--- src/rtl/sdram_pkg.sv ---
// Shared types for the two-port SDRAM arbiter front end.
package sdram_pkg;

    localparam int ARB_PORTS = 2;

    typedef enum logic [1:0] {
        ARB_IDLE,
        ARB_ISSUE,
        ARB_WAIT_RD
    } arb_state_e;

    typedef logic [$clog2(ARB_PORTS)-1:0] arb_port_t;

endpackage

--- src/rtl/sdram_arbiter.sv ---
// Two-client arbiter issuing one request at a time to sdram_ctrl.
// Define SDRAM_ARB_RR_EN for round-robin ties; default is fixed priority (port 0).
module sdram_arbiter
    import sdram_pkg::*;
#(
    parameter int ADDR_W = 22,
    parameter int DATA_W = 16
) (
    input  logic              clk_i,
    input  logic              rst_ni,
    input  logic              p0_req_i,
    input  logic              p0_we_i,
    input  logic [ADDR_W-1:0] p0_addr_i,
    input  logic [DATA_W-1:0] p0_wdata_i,
    output logic              p0_ack_o,
    output logic              p0_rvalid_o,
    output logic [DATA_W-1:0] p0_rdata_o,
    input  logic              p1_req_i,
    input  logic              p1_we_i,
    input  logic [ADDR_W-1:0] p1_addr_i,
    input  logic [DATA_W-1:0] p1_wdata_i,
    output logic              p1_ack_o,
    output logic              p1_rvalid_o,
    output logic [DATA_W-1:0] p1_rdata_o,
    input  logic              ctrl_enabled_i,
    input  logic              ctrl_ready_i,
    output logic              ctrl_r_valid_o,
    output logic              ctrl_w_valid_o,
    output logic [ADDR_W-1:0] ctrl_addr_o,
    output logic [DATA_W-1:0] ctrl_wdata_o,
    input  logic              ctrl_r_valid_i,
    input  logic [DATA_W-1:0] ctrl_rdata_i
);

    arb_state_e        state;
    arb_port_t         hold_port;
    arb_port_t         win;
    logic              sel_we;
    logic [ADDR_W-1:0] sel_addr;
    logic [DATA_W-1:0] sel_wdata;

`ifdef SDRAM_ARB_RR_EN
    arb_port_t last_grant;

    // On a tie the port that did not win last time goes first.
    function automatic arb_port_t pick(input logic r0, input logic r1,
                                       input arb_port_t last);
        if (r0 && r1)
            return ~last;
        return arb_port_t'(!r0);
    endfunction
`else
    function automatic arb_port_t pick(input logic r0);
        return arb_port_t'(!r0);
    endfunction
`endif

    always_comb begin
`ifdef SDRAM_ARB_RR_EN
        win = pick(p0_req_i, p1_req_i, last_grant);
`else
        win = pick(p0_req_i);
`endif
        sel_we    = (win != '0) ? p1_we_i    : p0_we_i;
        sel_addr  = (win != '0) ? p1_addr_i  : p0_addr_i;
        sel_wdata = (win != '0) ? p1_wdata_i : p0_wdata_i;
    end

    always_ff @(posedge clk_i or negedge rst_ni) begin
        if (!rst_ni) begin
            state          <= ARB_IDLE;
            hold_port      <= '0;
`ifdef SDRAM_ARB_RR_EN
            last_grant     <= '1;
`endif
            p0_ack_o       <= 1'b0;
            p1_ack_o       <= 1'b0;
            p0_rvalid_o    <= 1'b0;
            p1_rvalid_o    <= 1'b0;
            p0_rdata_o     <= '0;
            p1_rdata_o     <= '0;
            ctrl_r_valid_o <= 1'b0;
            ctrl_w_valid_o <= 1'b0;
            ctrl_addr_o    <= '0;
            ctrl_wdata_o   <= '0;
        end else begin
            p0_ack_o    <= 1'b0;
            p1_ack_o    <= 1'b0;
            p0_rvalid_o <= 1'b0;
            p1_rvalid_o <= 1'b0;
            unique case (state)
                ARB_IDLE: begin
                    if (ctrl_enabled_i && (p0_req_i || p1_req_i)) begin
                        hold_port      <= win;
`ifdef SDRAM_ARB_RR_EN
                        last_grant     <= win;
`endif
                        p0_ack_o       <= (win == '0);
                        p1_ack_o       <= (win != '0);
                        ctrl_addr_o    <= sel_addr;
                        ctrl_wdata_o   <= sel_wdata;
                        ctrl_r_valid_o <= !sel_we;
                        ctrl_w_valid_o <= sel_we;
                        state          <= ARB_ISSUE;
                    end
                end
                ARB_ISSUE: begin
                    if (ctrl_ready_i) begin
                        ctrl_r_valid_o <= 1'b0;
                        ctrl_w_valid_o <= 1'b0;
                        state <= ctrl_w_valid_o ? ARB_IDLE : ARB_WAIT_RD;
                    end
                end
                ARB_WAIT_RD: begin
                    if (ctrl_r_valid_i) begin
                        if (hold_port == '0) begin
                            p0_rdata_o  <= ctrl_rdata_i;
                            p0_rvalid_o <= 1'b1;
                        end else begin
                            p1_rdata_o  <= ctrl_rdata_i;
                            p1_rvalid_o <= 1'b1;
                        end
                        state <= ARB_IDLE;
                    end
                end
                default: state <= ARB_IDLE;
            endcase
        end
    end

endmodule

--- config.mk ---
export PLATFORM = sky130hd
export DESIGN_NAME = sdram_arbiter
export DESIGN_NICKNAME = d
export VERILOG_FILES = /design/src/rtl/sdram_pkg.sv /design/src/rtl/sdram_arbiter.sv
export SDC_FILE = /design/constraint.sdc
export NUM_CORES = 1
export LEC_CHECK = 0
export CORE_ASPECT_RATIO = 0.75
export CORE_MARGIN = 1.5
export CORE_UTILIZATION = 44
export DETAILED_ROUTE_END_ITERATION = 6
export GPL_TIMING_DRIVEN = 0
export PLACE_DENSITY_LB_ADDON = 0.15
export SLEW_MARGIN = 20
export SYNTH_ARGS = -nofsm -noshare
export SYNTH_HDL_FRONTEND = slang
export SYNTH_SLANG_ARGS = --single-unit
export TNS_END_PERCENT = 50
--- constraint.sdc ---
create_clock -name clk_i -period 4.25 [get_ports clk_i]
set_clock_uncertainty 0.2 [all_clocks]
set_input_delay 0.85 -clock clk_i [delete_from_list [all_inputs] [get_ports clk_i]]
set_output_delay 0.85 -clock clk_i [all_outputs]
set_load 0.05 [all_outputs]
=== Yosys cells after proc, flatten, opt, wreduce, memory -nomap -nowiden ===
Index checks and enable logic that the tools add are counted.

* Add/subtract/negate cells: 0
* Multiply operators: 0
* Divide/modulo/power cells: 0
* Order comparisons: 0
* Equal/unequal tests: 5
* Shift operators: 0
* Muxes and demuxes: 23
* Bitwise operators: 1
* Reductions and logical operators: 11

{| class="wikitable"
|+ Operators with widths
! operator !! number
|-
| $mux 22 || 1
|-
| $mux 16 || 1
|-
| $mux 1 || 14
|-
| $reduce_and 3->1 || 4
|-
| $mux 2 || 4
|-
| $ne 2x2->1 const B || 3
|-
| $pmux 2 s3 || 1
|-
| $pmux 1 s2 || 2
|-
| $eq 2x1->1 const B || 1
|-
| $eq 2x2->1 const B || 1
|-
| $logic_not 1->1 || 2
|-
| $logic_not 2->1 || 1
|-
| $reduce_and 2->1 || 1
|-
| $reduce_bool 2->1 || 1
|-
| $logic_and 1x1->1 || 1
|-
| $logic_or 1x1->1 || 1
|-
| $not 1->1 || 1
|}

* Register bits after elaboration: 79
* Latch bits: 0
* Bits in writable memories: 0
* Bits in read-only memories: 0
* Input bits: 101
* Output and inout port bits: 76
* Word-level logic and storage cells: 52
* Memories: 0

=== Depth between registers and ports, before layout ===
* Depth in word-level cells: 4
* Depth in mapped cells: 6
* Gate-level depth less buffers: 3

=== Least setup slack after synthesis ===
Ideal clock, no wire load.

* Kind: input port to flip-flop
* Start point: input port p0_req_i
* End point: register ctrl_addr_o[0]
* Library setup time: 0.125 ns
* Arrival time: 1.913 ns
* Required time: 3.925 ns
* Path slack: 2.012 ns
* Stages: 6
* Buffers on the path: 3
* Cells stage by stage: buf_4 o21ai_1 or3_1 buf_6 buf_6 mux2_4

* Longest elaborated chain between the ends: 3
* Elaborated cells on any way between the ends: 4
* Classes of those cells: mux (1); reduce/logical (3)

{| class="wikitable"
|+ RTL lines
! what !! RTL line !! text
|-
| start, declared || sdram_arbiter.sv:11 || <nowiki>input logic p0_req_i,</nowiki>
|-
| $logic_or 1x1->1 || sdram_arbiter.sv:93 || <nowiki>if (ctrl_enabled_i && (p0_req_i || p1_req_i)) begin</nowiki>
|-
| $logic_and 1x1->1 || sdram_arbiter.sv:93 ||
|-
| $reduce_and 2->1 (no source line) || -- ||
|-
| end signal, assigned || sdram_arbiter.sv:100 || <nowiki>ctrl_addr_o <= sel_addr;</nowiki>
|-
| end, declared || sdram_arbiter.sv:29 || <nowiki>output logic [ADDR_W-1:0] ctrl_addr_o,</nowiki>
|}

Several ways; a longest one is shown, not always the timed one.
A chain may end at the register's enable or synchronous reset.

=== Final worst setup path ===
* Start point: register ctrl_w_valid_o
* End point: output port ctrl_w_valid_o

{| class="wikitable"
|+ RTL lines
! what !! RTL line !! text
|-
| start, declared || sdram_arbiter.sv:28 || <nowiki>output logic ctrl_w_valid_o,</nowiki>
|-
| start signal, assigned || sdram_arbiter.sv:103 || <nowiki>ctrl_w_valid_o <= sel_we;</nowiki>
|}

No word-level cell between the ends.

==> impl_metrics.yaml <==
status:
  status: "finished, final reports clean"
sta:
  max_freq_mhz: 383
  slew_headroom_pct: 62.7
  timing.setup.tns_ps: 0
  slew_violations: 0
  hold_viol_final: 0
  fin_crit_ps: 2610
  tightest_slew_ps: 557
  post-route-period-util_pct: 61.4
  setup_violations: 0
  rsz0062_at_grt: "false"
logic_synthesis:
  synth_cells: 219
  syn_area_sq_um: 3580
  ys_ff_latch: 79
  synthXorXnorAreaFrac_pct: 0
  synth_top_family_by_area: "multiplexers"
  synth_mux_area_share_pct: 39.4
  ys_seq_area_share_pct: 55.2
  yosys.area_share.simple_pct: 2.41
  postSynthAreaPerCell_sq_um: 16.4
  synth_cell_type_count: 20
  synthAdderAreaFrac_pct: 0
  synth_compound_area_share_pct: 0.279
  synth_warnings: 0
  syn-num-nets: 320
pwr:
  p_per_area_nw_per_um2: 809
  pwr-share-comb_pct: 58.2
  p_leak_uw: 0.00251
  pwr-share-seq_pct: 28.1
  ir_worst_vdd_mv: 0.559
  power.share.switching_pct: 45.2
  intPower_uw: 2530
  clkPwrFrac_pct: 13.7
  p_sw_uw: 2090
clock_tree:
  root_buffer: "clkbuf_8"
  clk_latency_ps: 340
  tritoncts: "built"
  cts.sinks: 79
  clk_path_buf_depth: 2
  cts_resized: 0
  htreeDepth: 3
  cts_setup_buffers: 0
  cts-hold-fix-buffers: 0
  path_clk_slew_ps: 90
  cts_buffers: 9
grt:
  grt_overflow: 0
  grt_pass1_vias: 2605
  antenna_found_initial: 0
  grt_usage_pct: 20.1
  grt_max_degree: 44
  grt_first_pass_wirelength_mm: 13.2
route:
  avgRoutedWirePerCell_um: 16.2
  vias_per_cell: 4.86
  vias: 2508
  postRouteAntennaNets: 0
  finalWirelength_mm: 8.38
  remaining_drc_errors: 0
  drt_iter0_drc: 40
  firstDrtPassIters: 4
final_layout:
  n_antenna_cell: 0
  drive_gt1_share_pct: 34.1
  syn_to_final_growth_pct: 59.4
  fillers: 569
  final_area_sq_um: 5710
  layout.nets: 507
job:
  maxCapViolations: 0
setup_path:
  crit_chain: "clkdlybuf4s50_1"
  critPathKind: "reg -> out"
  endpoint_kind: "output pin"
  cp_slowest_stage_delay_ps: 830
  start_kind: "register"
  cp.buffers_inverters: 1
  worstPathArrival_ps: 1560
  cp_top_family: "buffers and inverters"
  crit_required_ps: 3200
  critPathMaxFanout: 3
  slowest_stage: "clkdlybuf4s50_1"
floorplan:
  num_rows: 28
  start_util_pct: 45.4
  io_pins: 177
  die_w_um: 107
  fp.dieH_um: 81.1
  die_area_sq_um: 8700
  core_area_sq_um: 7880
place:
  place.gp.congestion: 0.686
  portBuffers: 175
  place_area_sq_um: 5480
  dp_hpwl_mm: 6.31
hold_path:
  worstHoldPathType: "in -> async"
[per-stage QoR]
step | std cells | worst slack [ps] | power (uW) | utilization [%] | hold WS [ps]
after floorplan | 219 | 2010 | 3080 | - | 277
after CTS | 516 | 1610 | 4660 | 72.4 | 265
after global routing | 516 | 1580 | 4820 | 72.4 | 283
after detailed placement | 500 | 1470 | 4010 | 69.6 | 292
after global placement | 499 | -681 | 3970 | 69.3 | 286
final | 516 | 1640 | 4620 | 72.4 | 257
[synth_stat cells]
master | number | area (sq um)
nand3b_1 | 1 | 7.51
o21ai_0 | 1 | 5.00
buf_4 | 2 | 15.0
nand2b_1 | 1 | 6.26
nand4bb_1 | 1 | 11.3
nand4b_2 | 1 | 15.0
nor2_1 | 3 | 11.3
or3_1 | 1 | 6.26
clkbuf_1 | 4 | 15.0
o21ai_1 | 1 | 5.00
mux2_4 | 37 | 556
and2_1 | 1 | 6.26
nor3b_4 | 1 | 18.8
inv_1 | 2 | 7.51
buf_2 | 1 | 5.00
mux2_2 | 75 | 845
dfrtp_1 | 79 | 1980
buf_6 | 5 | 56.3
nand2_1 | 1 | 3.75
mux2i_1 | 1 | 10.0
[registers in the layout, indices dropped and copies added, names as in the netlist]
register / count
hold_port: 1
ctrl_w_valid_o: 1
p1_rvalid_o: 1
ctrl_addr_o: 22
ctrl_wdata_o: 16
p1_rdata_o: 16
p0_rvalid_o: 1
p0_rdata_o: 16
ctrl_r_valid_o: 1
state: 2
p0_ack_o: 1
p1_ack_o: 1
[area by class of cell]
cell class                      count  area, sq um  share of cell area (%)
Sequential cell                    79         1980                    34.6
Timing Repair Buffer              176         1770                    31.0
Multi-Input combinational cell    126         1510                    26.4
Tap cell                          105          131                    2.30
Clock buffer                        9          124                    2.17
Clock inverter                      7          104                    1.82
Buffer                             12         91.3                    1.60
Inverter                            2         7.51                   0.131
[path summary, 6_finish.rpt]
path | cells past startpoint | startpoint | slack, ps | endpoint
max | 1 | ctrl_w_valid_o | 1640 | ctrl_w_valid_o
max reg2reg | 4 | state[0] | 2240 | p0_rdata_o[0]
min in group clk_i | 1 | p1_rdata_o[10] | 310 | p1_rdata_o[10]
max in group asynchronous | 2 | rst_ni | 3000 | p1_rdata_o[3]
min reg2reg | 1 | p1_rdata_o[10] | 310 | p1_rdata_o[10]
min | 1 | rst_ni | 260 | ctrl_addr_o[21]
[routing by layer]
metal | track usage, % | share of wire (%) | vias to the layer above
li1 | - | - | 1149
met1 | 24.0 | 41 | 1235
met2 | 32.9 | 47 | 110
met3 | 8.03 | 9.8 | 14
met4 | 7.87 | 2.1 | 0
met5 | 0 | 0 | -
[logic make-up (layout without fill, tap and decap cells)]
logic type	count (synthesis)	in the layout
mux	113	113
buf+inv	14	206
compound gates	2	2
simple gates	11	11
flops	79	79
[cells in the final DEF (no fill, tap or decap)]
cell and instances:
inv_1 2, nand4b_2 1, nand2b_1 1, bufinv_16 2
nor2_1 3, buf_2 1, or3_1 1, mux2_2 75
inv_6 2, nand2_1 1, buf_12 1, inv_8 1
dfrtp_1 79, buf_4 3, nor3b_4 1, mux2i_1 1
clkinvlp_4 2, mux2_4 37, nand3b_1 1, nand4bb_1 1
clkdlybuf4s50_1 174, o21ai_0 1, o21ai_1 1, buf_6 5
and2_1 1, clkbuf_8 9, clkbuf_1 4
[power groups by stage]
stage / Sequential [uW] / Clock (uW) / Combinational, uW
2_1_floorplan: 2510 / 0 / 576
3_3_place_gp: 1290 / 0 / 2680
3_5_place_dp: 1300 / 0 / 2710
4_1_cts: 1300 / 649 / 2710
5_1_grt: 1350 / 684 / 2780
6_report: 1300 / 633 / 2690
Note: power is estimated with default switching activity, not from simulation.
==> edit, RTL diff (same flow settings) <==
Build with the macro `SDRAM_ARB_RR_EN` defined.
--- a/src/rtl/sdram_arbiter.sv
+++ b/src/rtl/sdram_arbiter.sv
@@ -1,5 +1,7 @@
 // Two-client arbiter issuing one request at a time to sdram_ctrl.
 // Define SDRAM_ARB_RR_EN for round-robin ties; default is fixed priority (port 0).
+`define SDRAM_ARB_RR_EN
+
 module sdram_arbiter
     import sdram_pkg::*;
 #(
Function: changed (Yosys sat finds a counterexample within 4 cycles, from zero or initial values and one cycle with rst_ni low).
==> edit against the original RTL <==
- synthesized area fell by 2.4%
- via count is 22% higher
- worst setup slack worse by 0.014 ns
- cell area shrank 1.7%
- total power down 1.9%
- wire length is 20% higher
- synthesized cell count is 28% higher
- sequential cell count grew 1
- critical endpoint is now ctrl_addr_o[13]
- largest power group unchanged
- highest routed layer unchanged
==> edit: results (changes against the original RTL) <==
CP delay by family, top=buffers and inverters; vias per cell=5.31 (+9.3%); All-Layer GR Usage=24.1% (+4.0 points); Mapped Avg Cell Area=12.4 um^2 (-24%); largest net degree at the start of global routing=43 (-2.3%); fill count=532 (-6.5%); worst slack at placement=1.29 ns (-0.174 ns); syn_nets=382 (+19%); fraction of layout instances using a drive strength above 1=15.4% (-19 points); Met1 Wirelength=4220 um (+23%); FP Rows=27 (-3.6%); Least-Margin Pin Slew=0.700 ns (+0.142 ns); outcome=completed; multiplexer share of the synthesized area=11.6% (-28 points); leak pwr=2.41 nW (-3.9%); CTS max path bufs=2 (unchanged); CP max stage delay=0.85 ns (+0.02 ns); routing usage on met2=39.5% (+6.7 points); initial antenna violation count=0 (unchanged); first-pass GRT wire length=15700 um (+18%); number of global-route vias before repair=3119 (+20%); Detailed Route WL=10000 um (+20%); Final Wtd Congestion=0.767 (+12%); Synth cell types=30 (+50%); WL per Instance=17.5 um (+7.6%); Hold Path Class=input pin to asynchronous set/reset pin; Max VDD drop=0.534 mV (-4.5%); Synth Area in Compound Gates=12.1% (+12 points); Detail Placement HPWL=7340 um (+16%); grt met1 use=30.3% (+6.3 points); met3 routed WL=852 um (+4.3%); Placed Instances=558 (+12%); CP max FO=2 (-1); Seq/Total Area, Yosys=57.3% (+2.1 points); grt met3 use=8.04% (+0.010 points); initial drt markers=174 (+340%); synth cell count leaders=79 x dfrtp_1, 41 x nand2_1, 39 x a221o_1; Final Net Count=569 (+12%); largest cells by area after synthesis=dfrtp_1 57%, a221o_1 11%, mux2_2 7.7%, nor3_1 5.3%, nand2_1 4.4%; PostCTS Resize Cnt=0 (unchanged); routed wl met2=4860 um (+23%); Placed Instance Area=0.00539 mm^2 (-1.7%)
==> edit: worst paths after layout <==
kind | from | endpoint | slack, ns | cells past startpoint
setup / recovery | ctrl_addr_o[13] | ctrl_addr_o[13] | 1.63 | 1
hold / removal | rst_ni | p1_rdata_o[9] | 0.26 | 1
setup reg to reg | state[0] | p0_rdata_o[7] | 2.22 | 4
hold reg to reg | last_grant | last_grant | 0.28 | 2
max in group asynchronous | rst_ni | p1_ack_o | 2.99 | 2
min in group clk_i | last_grant | last_grant | 0.28 | 2
==> edit: report_power, final <==
group	internal (W)	switching (W)	total [W]
logic	0.000983	0.00162	0.00260
registers	0.00110	0.000202	0.00131
clock network	0.000344	0.000280	0.000623
total	0.00243	0.00210	0.00453
==> edit: layout make-up <==
type	instances	area (um^2)	area share, %
plain buffers	27	179	3.19
clock buffers	10	138	2.45
clock inverters	6	82.6	1.47
inverters	3	11.3	0.201
multi-input cells	171	1300	23.2
flip-flops and latches	80	2000	35.7
well taps	101	126	2.25
repair buffers	176	1770	31.5
